<file path="src/rtl/palette_bank_lut_if.sv">
// ---------------------------------------------------------------------------
// palette_bank_lut_if
// Pixel lookup stream between the sprite ROM index output and the palette.
//
// Handshake: valid-only stream, there is no ready. The palette takes one
// index per cycle whenever pix_valid is high and never stalls. Each accepted
// index produces exactly one result with rgb_valid high two cycles later, in
// order. When rgb_valid is low, Red/Green/Blue and transparent are all 0.
//
// Signals
//   pix_valid    index valid this cycle              (master -> slave)
//   pix_idx      palette index                       (master -> slave)
//   Red/Green/Blue looked-up colour, 8 bits each     (slave -> master)
//   rgb_valid    colour valid                        (slave -> master)
//   transparent  rgb_valid and looked-up index == 0  (slave -> master)
// ---------------------------------------------------------------------------
interface palette_bank_lut_if #(
    parameter int IDX_W = 3
);
    logic             pix_valid;
    logic [IDX_W-1:0] pix_idx;
    logic [7:0]       Red;
    logic [7:0]       Green;
    logic [7:0]       Blue;
    logic             rgb_valid;
    logic             transparent;

    modport master (
        output pix_valid, pix_idx,
        input  Red, Green, Blue, rgb_valid, transparent
    );

    modport slave (
        input  pix_valid, pix_idx,
        output Red, Green, Blue, rgb_valid, transparent
    );
endinterface

</file>
<file path="src/rtl/palette_bank_lut.sv">
// ---------------------------------------------------------------------------
// palette_bank_lut
// Runtime-writable, multi-bank sprite colour palette with a registered
// two-stage lookup. Index 0 is reported as transparent. Bank switches are
// requested at any time but only take effect on frame_start, so a sprite
// never changes palette mid-frame.
//
// Optional feature: define PALETTE_FLASH_EN to build the hit-flash logic
// (forces non-transparent pixels to white on alternate frames).
//
// Ports
//   Clk, Reset      clock, synchronous active-high reset
//   pix             lookup stream (palette_bank_lut_if.slave)
//   frame_start     1-cycle pulse at start of vblank
//   bank_req        requested bank, latched when bank_req_valid
//   wr_en/wr_bank/wr_idx/wr_rgb   single-entry palette write
//   flash_trig      start hit-flash (unused without PALETTE_FLASH_EN)
//   bank_active     bank currently used for lookups
//   pend_flag       bank FSM state (1 = PENDING)
//   flash_state     flash FSM state (0 IDLE, 1 ON, 2 OFF; 0 when not built)
// ---------------------------------------------------------------------------
module palette_bank_lut #(
    parameter int IDX_W        = 3,
    parameter int BANKS        = 4,
    parameter int BANK_W       = (BANKS > 1) ? $clog2(BANKS) : 1,
    parameter int FLASH_FRAMES = 8
) (
    input  logic                Clk,
    input  logic                Reset,
    palette_bank_lut_if.slave   pix,
    input  logic                frame_start,
    input  logic [BANK_W-1:0]   bank_req,
    input  logic                bank_req_valid,
    input  logic                wr_en,
    input  logic [BANK_W-1:0]   wr_bank,
    input  logic [IDX_W-1:0]    wr_idx,
    input  logic [23:0]         wr_rgb,
    input  logic                flash_trig,
    output logic [BANK_W-1:0]   bank_active,
    output logic                pend_flag,
    output logic [1:0]          flash_state
);
    localparam int ENTRIES = 1 << IDX_W;
    // One extra bit so BANKS itself is representable for the range checks.
    localparam logic [BANK_W:0] BANK_LIMIT = BANKS[BANK_W:0];

    localparam logic [0:0] ST_STEADY  = 1'b0;
    localparam logic [0:0] ST_PENDING = 1'b1;

    function automatic logic [23:0] default_rgb(input int e);
        case (e)
            1:       default_rgb = 24'hE4F1F6;
            2:       default_rgb = 24'hEEDC02;
            3:       default_rgb = 24'h3A4D55;
            4:       default_rgb = 24'h8DBFD0;
            5:       default_rgb = 24'h7C8CB4;
            6:       default_rgb = 24'hDAA701;
            7:       default_rgb = 24'h677495;
            default: default_rgb = 24'h000000;
        endcase
    endfunction

    logic [23:0]       mem [BANKS][ENTRIES];
    logic [0:0]        bank_state;
    logic [BANK_W-1:0] pend_bank;
    logic              req_ok;
    logic              wr_ok;
    logic              s1_valid;
    logic [IDX_W-1:0]  s1_idx;
    logic [BANK_W-1:0] s1_bank;
    logic [23:0]       rd_rgb;
    logic              flash_white;

    // Requests/writes naming a bank that does not exist are dropped.
    assign req_ok = bank_req_valid && ({1'b0, bank_req} < BANK_LIMIT);
    assign wr_ok  = wr_en && ({1'b0, wr_bank} < BANK_LIMIT);

    // Palette storage. Reset reloads the bank 0 defaults and clears the rest.
    always_ff @(posedge Clk) begin
        if (Reset) begin
            for (int b = 0; b < BANKS; b++) begin
                for (int e = 0; e < ENTRIES; e++) begin
                    mem[b][e] <= (b == 0) ? default_rgb(e) : 24'h000000;
                end
            end
        end else if (wr_ok) begin
            mem[wr_bank][wr_idx] <= wr_rgb;
        end
    end

    // Bank FSM. A request arriving together with frame_start is applied
    // directly; otherwise the last pending request is applied at frame_start.
    always_ff @(posedge Clk) begin
        if (Reset) begin
            bank_state  <= ST_STEADY;
            pend_bank   <= '0;
            bank_active <= '0;
        end else if (frame_start && req_ok) begin
            bank_active <= bank_req;
            pend_bank   <= bank_req;
            bank_state  <= ST_STEADY;
        end else if (frame_start && (bank_state == ST_PENDING)) begin
            bank_active <= pend_bank;
            bank_state  <= ST_STEADY;
        end else if (req_ok) begin
            pend_bank  <= bank_req;
            bank_state <= ST_PENDING;
        end
    end

    assign pend_flag = (bank_state == ST_PENDING);

`ifdef PALETTE_FLASH_EN
    localparam logic [1:0] FL_IDLE = 2'd0;
    localparam logic [1:0] FL_ON   = 2'd1;
    localparam logic [1:0] FL_OFF  = 2'd2;
    localparam logic [7:0] FLASH_LOAD = FLASH_FRAMES[7:0];

    logic [7:0] flash_cnt;

    // A trigger always (re)starts the flash, even on a frame_start cycle.
    always_ff @(posedge Clk) begin
        if (Reset) begin
            flash_state <= FL_IDLE;
            flash_cnt   <= 8'd0;
        end else if (flash_trig) begin
            flash_state <= FL_ON;
            flash_cnt   <= FLASH_LOAD;
        end else if (frame_start && (flash_state != FL_IDLE)) begin
            if (flash_cnt == 8'd1) begin
                flash_state <= FL_IDLE;
                flash_cnt   <= 8'd0;
            end else begin
                flash_cnt   <= flash_cnt - 8'd1;
                flash_state <= (flash_state == FL_ON) ? FL_OFF : FL_ON;
            end
        end
    end

    assign flash_white = (flash_state == FL_ON);
`else
    logic unused_flash;

    assign flash_state  = 2'd0;
    assign flash_white  = 1'b0;
    assign unused_flash = ^{flash_trig, FLASH_FRAMES[7:0]};
`endif

    // Stage 2 read; a same-edge write lands after this read (old value seen).
    assign rd_rgb = mem[s1_bank][s1_idx];

    // Stage 1 captures index plus the bank in force now, so a later bank
    // switch cannot affect pixels already in flight. Stage 2 reads the table.
    always_ff @(posedge Clk) begin
        if (Reset) begin
            s1_valid        <= 1'b0;
            s1_idx          <= '0;
            s1_bank         <= '0;
            pix.rgb_valid   <= 1'b0;
            pix.transparent <= 1'b0;
            pix.Red         <= 8'd0;
            pix.Green       <= 8'd0;
            pix.Blue        <= 8'd0;
        end else begin
            s1_valid        <= pix.pix_valid;
            s1_idx          <= pix.pix_idx;
            s1_bank         <= bank_active;
            pix.rgb_valid   <= s1_valid;
            pix.transparent <= s1_valid && (s1_idx == '0);
            if (!s1_valid) begin
                {pix.Red, pix.Green, pix.Blue} <= 24'h000000;
            end else if (flash_white && (s1_idx != '0)) begin
                {pix.Red, pix.Green, pix.Blue} <= 24'hFFFFFF;
            end else begin
                {pix.Red, pix.Green, pix.Blue} <= rd_rgb;
            end
        end
    end
endmodule
</file>
<file path="src/flat_wrapper.sv">
// flat-port wrapper written by rule: the top's interface ports become plain ports
module palette_bank_lut_flat 
#(
    parameter int IDX_W        = 3,
    parameter int BANKS        = 4,
    parameter int BANK_W       = (BANKS > 1) ? $clog2(BANKS) : 1,
    parameter int FLASH_FRAMES = 8
)
  (Clk, Reset, frame_start, bank_req, bank_req_valid, wr_en, wr_bank, wr_idx, wr_rgb, flash_trig, bank_active, pend_flag, flash_state, pix_pix_valid, pix_pix_idx, pix_Red, pix_Green, pix_Blue, pix_rgb_valid, pix_transparent);
  palette_bank_lut_if #(.IDX_W(IDX_W)) pix_i ();
  input  logic Clk;
  input  logic Reset;
  input  logic frame_start;
  input  logic [BANK_W-1:0] bank_req;
  input  logic bank_req_valid;
  input  logic wr_en;
  input  logic [BANK_W-1:0] wr_bank;
  input  logic [IDX_W-1:0] wr_idx;
  input  logic [23:0] wr_rgb;
  input  logic flash_trig;
  output logic [BANK_W-1:0] bank_active;
  output logic pend_flag;
  output logic [1:0] flash_state;
  input wire logic [$bits(pix_i.pix_valid)-1:0] pix_pix_valid;
  input wire logic [$bits(pix_i.pix_idx)-1:0] pix_pix_idx;
  output wire logic [$bits(pix_i.Red)-1:0] pix_Red;
  output wire logic [$bits(pix_i.Green)-1:0] pix_Green;
  output wire logic [$bits(pix_i.Blue)-1:0] pix_Blue;
  output wire logic [$bits(pix_i.rgb_valid)-1:0] pix_rgb_valid;
  output wire logic [$bits(pix_i.transparent)-1:0] pix_transparent;
  assign pix_i.pix_valid = pix_pix_valid;
  assign pix_i.pix_idx = pix_pix_idx;
  assign pix_Red = pix_i.Red;
  assign pix_Green = pix_i.Green;
  assign pix_Blue = pix_i.Blue;
  assign pix_rgb_valid = pix_i.rgb_valid;
  assign pix_transparent = pix_i.transparent;
  palette_bank_lut #(.IDX_W(IDX_W), .BANKS(BANKS), .BANK_W(BANK_W), .FLASH_FRAMES(FLASH_FRAMES)) u_core (.Clk(Clk), .Reset(Reset), .pix(pix_i), .frame_start(frame_start), .bank_req(bank_req), .bank_req_valid(bank_req_valid), .wr_en(wr_en), .wr_bank(wr_bank), .wr_idx(wr_idx), .wr_rgb(wr_rgb), .flash_trig(flash_trig), .bank_active(bank_active), .pend_flag(pend_flag), .flash_state(flash_state));
endmodule
</file>
<file path="config.mk">
export PLATFORM = sky130hd
export DESIGN_NAME = palette_bank_lut_flat
export DESIGN_NICKNAME = d
export VERILOG_FILES = /design/src/rtl/palette_bank_lut_if.sv /design/src/rtl/palette_bank_lut.sv /design/src/flat_wrapper.sv
export SDC_FILE = /design/constraint.sdc
export NUM_CORES = 1
export LEC_CHECK = 0
export BUFFER_PORTS_ARGS = -buffer_cell sky130_fd_sc_hd__buf_2
export CAP_MARGIN = 20
export CELL_PAD_IN_SITES_DETAIL_PLACEMENT = 0
export CELL_PAD_IN_SITES_GLOBAL_PLACEMENT = 1
export CORE_MARGIN = 1.5
export CORE_UTILIZATION = 50
export DETAILED_ROUTE_END_ITERATION = 8
export PLACE_DENSITY_LB_ADDON = 0.25
export SYNTH_ARGS = -nofsm -noshare
export SYNTH_HDL_FRONTEND = slang
export SYNTH_SLANG_ARGS = --single-unit
</file>
<file path="constraint.sdc">
create_clock -name Clk -period 5.1 [get_ports Clk]
set_clock_uncertainty 0.1 [all_clocks]
set_input_delay 0.765 -clock Clk [delete_from_list [all_inputs] [get_ports Clk]]
set_output_delay 0.765 -clock Clk [all_outputs]
set_load 0.02 [all_outputs]
</file>
==> reports/qor.txt <==
status - finished, final reports clean
vias in the first global route - 19095
initial drt markers - 2173
Die Area - 73100 um2
RSZ-0062 raised after global routing - no
CTS tree - yes
Clk pwr share - 41.2%
Die X - 270 um
largest net degree at the start of global routing - 58
min-delay worst type - in -> reg
share of cells above drive strength 1 - 19.9%
Peak VDD IR - 210 uV
Post-DRT Antenna Nets - 0
Final setup viols - 0
Pint - 11400 uW
Hold Fails Final Rpt - 0
GR Overflow Total - 0
Register-to-Register Path Depth - 4
clk_lat worst skew - 630 ps
HPWL Detailed - 53900 um
net switching power - 3170 uW
Crit path required time - 5240 ps
Gate power share - 5.9%
Tot GR Track Use - 25.2%
Netlist cell types - 37
fin crit share - 64.5%
GR Util met3 - 4.46%
Syn-to-layout area delta - 10.4%
TNS Setup - 0 ps
worst setup path end - u_core.mem[2][8]$_SDFFCE_PN0P_
TritonCTS Buffers - 83
number of flops mapped to enable cells by yosys - 768
Least-Margin Pin Slew - 983 ps
Setup crit end kind - flip-flop
fin nets - 2328
Sink Count - 805
row cnt - 97
FFs w/ async S/R, synth - 0%
residual DRC count - 0
core area - 70400 um2
CP startpoint - Reset
met2 Use GR - 36.8%
Slew HR - 34.3%
initial antenna violation count - 2
DRT Pass-1 Iters - 5
Max Freq - 304 MHz
FF-to-FF End - u_core.pix.Green[2]$_SDFF_PP0_
Mapped Avg Cell Area - 15.5 um2
Syn Inst Count - 2309
Power Total - 14600 uW
Sw Share - 21.7%
drt via density - 5.98
Max Slew Vio Count - 0
CP startpoint kind - input port
Clock transition at path regs - 60 ps
sequential share of power - 52.9%
via count - 19676
minimum clock period - 3290 ps
WS Path Type - in -> reg
Static Leak - 0.0132 uW
setup bufs post-CTS - 0
Clock Path Buffers - 3
DR WL/cell - 27.9 um
root buf cell - clkbuf_16
cts hold-fix bufs - 0
Ports - 72
depth of the CTS H-tree - 3
port buffer count - 68
GRT busiest layer - met1
worst hold stages - 2
GRT met1 Usage - 38.1%
CP arrival - 3430 ps
#FFs+latches synth - 805
pwr dens - 369 nW/um2
Synth Cell Area - 35700 um2
Syn. warnings - 0
Seq/Total Area, Yosys - 66.6%
global-route wire length before repair - 132000 um
flop2flop setup slack - 2070 ps
MaxCap Viol Count - 0
Detailed Route WL - 91900 um
Die Span Y - 270 um
GP Congestion - 0.907
CP max FO - 25
Resized cells post-CTS - 0
Main synth FF type - edfxtp_1
initial core utilization - 50.8%
critical path, stage by stage:
cell and delay [ps]:
buf_2 260, and3b_1 420, nand3_1 620, nor2_1 280
buf_4 340, or2_2 700
through the flow:
step | utilization, % | instances | hold slack (ps) | instance area, um2 | worst slack [ps]
CTS | 56.0 | 3292 | 249 | 39400 | 1760
detailed placement | 52.3 | 3142 | 348 | 36800 | 1110
global route | 56.0 | 3293 | 277 | 39500 | 1570
finish | 56.0 | 3293 | 279 | 39500 | 1810
floorplan | - | 2310 | 351 | 35800 | 2590
global placement | 52.3 | 3142 | 350 | 36800 | 1190
registers in the layout (all words and copies together), names as in the netlist, named ones only:
register / cells
u_core.pend_flag: 1
u_core.s1_idx: 3
u_core.pix.rgb_valid: 1
u_core.pix.Green: 8
u_core.pix.Blue: 8
u_core.mem: 768
u_core.pix.transparent: 1
u_core.pend_bank: 2
u_core.bank_active: 2
u_core.s1_valid: 1
u_core.pix.Red: 8
metal layers:
| layer | up-vias | part of all wire [%] | wire length [um] |
|---|---|---|---|
| li1 | 8498 | - | - |
| met1 | 10251 | 43 | 40000 |
| met2 | 808 | 44 | 40800 |
| met3 | 117 | 8.8 | 8070 |
| met4 | 2 | 3.4 | 3090 |
| met5 | - | 0.014 | 13 |
layout make-up:
cell class	count	area [um2]
timing repair buffer	119	773
clock inverter	40	393
sequential	805	23800
clock buffer	110	2270
fill	5547	30900
tap	940	1180
multi-input combinational	1275	11000
antenna	1	2.50
inverter	3	11.3
power by group through the flow:
stage               clock (uW)  sequential [uW]  combinational, uW
floorplan                    0             7780                538
global placement             0             7820                851
detailed placement           0             7840                858
CTS                       6070             7700                860
global route              6340             7730                903
finish                    6010             7700                860
logic make-up (layout without fill, tap and decap cells):
kind of cell	Yosys count	after routing	synth area share (%)
other	1	3	0.0105
buffers and inverters	230	272	2.70
DFF	805	805	66.6
muxes	198	198	12.3
AOI/OAI and AO/OA	51	51	1.06
and+or+nand+nor	1024	1024	17.4
cell usage after synthesis, drive strengths merged, types with 2 or more instances:
cell	number	area [um2]
mux2i	6	60.1
nand2	8	30.0
clkbuf	183	687
inv	3	11.3
and4	23	201
buf	44	267
nor3b	2	20.0
nor2	45	169
dfxtp	37	741
or3	89	557
and3b	2	17.5
nor3	2	10.0
nor2b	8	50.1
and2	684	4280
mux4	192	4320
or2	33	206
edfxtp	768	23100
nand3	117	586
nand2b	4	25.0
a22oi	46	345
cells in the final DEF, fill, tap and decap left out, drive strengths merged, types with 2 or more instances in the layout:
cell	n
and2	684
conb	2
inv	5
edfxtp	768
nor3	2
nor3b	2
nand2	8
nand3	117
and3b	2
mux2i	6
bufinv	8
mux4	192
clkinv	29
a22oi	46
nor2b	8
clkbuf	110
or3	89
and4	23
nor2	45
nand2b	4
dfxtp	37
or2	33
buf	119
how the worst min path moves through the flow:
stage / from / end / slack [ps]
after floorplan: u_core.pend_bank[1]$_SDFFE_PP0P_ / u_core.pend_bank[1]$_SDFFE_PP0P_ / 350
after global placement: u_core.bank_active[1]$_SDFFE_PP0P_ / flip-flop / 350
after detailed placement: u_core.bank_active[1]$_SDFFE_PP0P_ / flip-flop / 350
after CTS: pix_pix_idx[1] / u_core.s1_idx[1]$_SDFF_PP0_ / 250
after global routing: pix_pix_idx[1] / u_core.s1_idx[1]$_SDFF_PP0_ / 280
final: pix_pix_idx[1] / u_core.s1_idx[1]$_SDFF_PP0_ / 280
No activity file was read; power rests on OpenSTA's default activity.
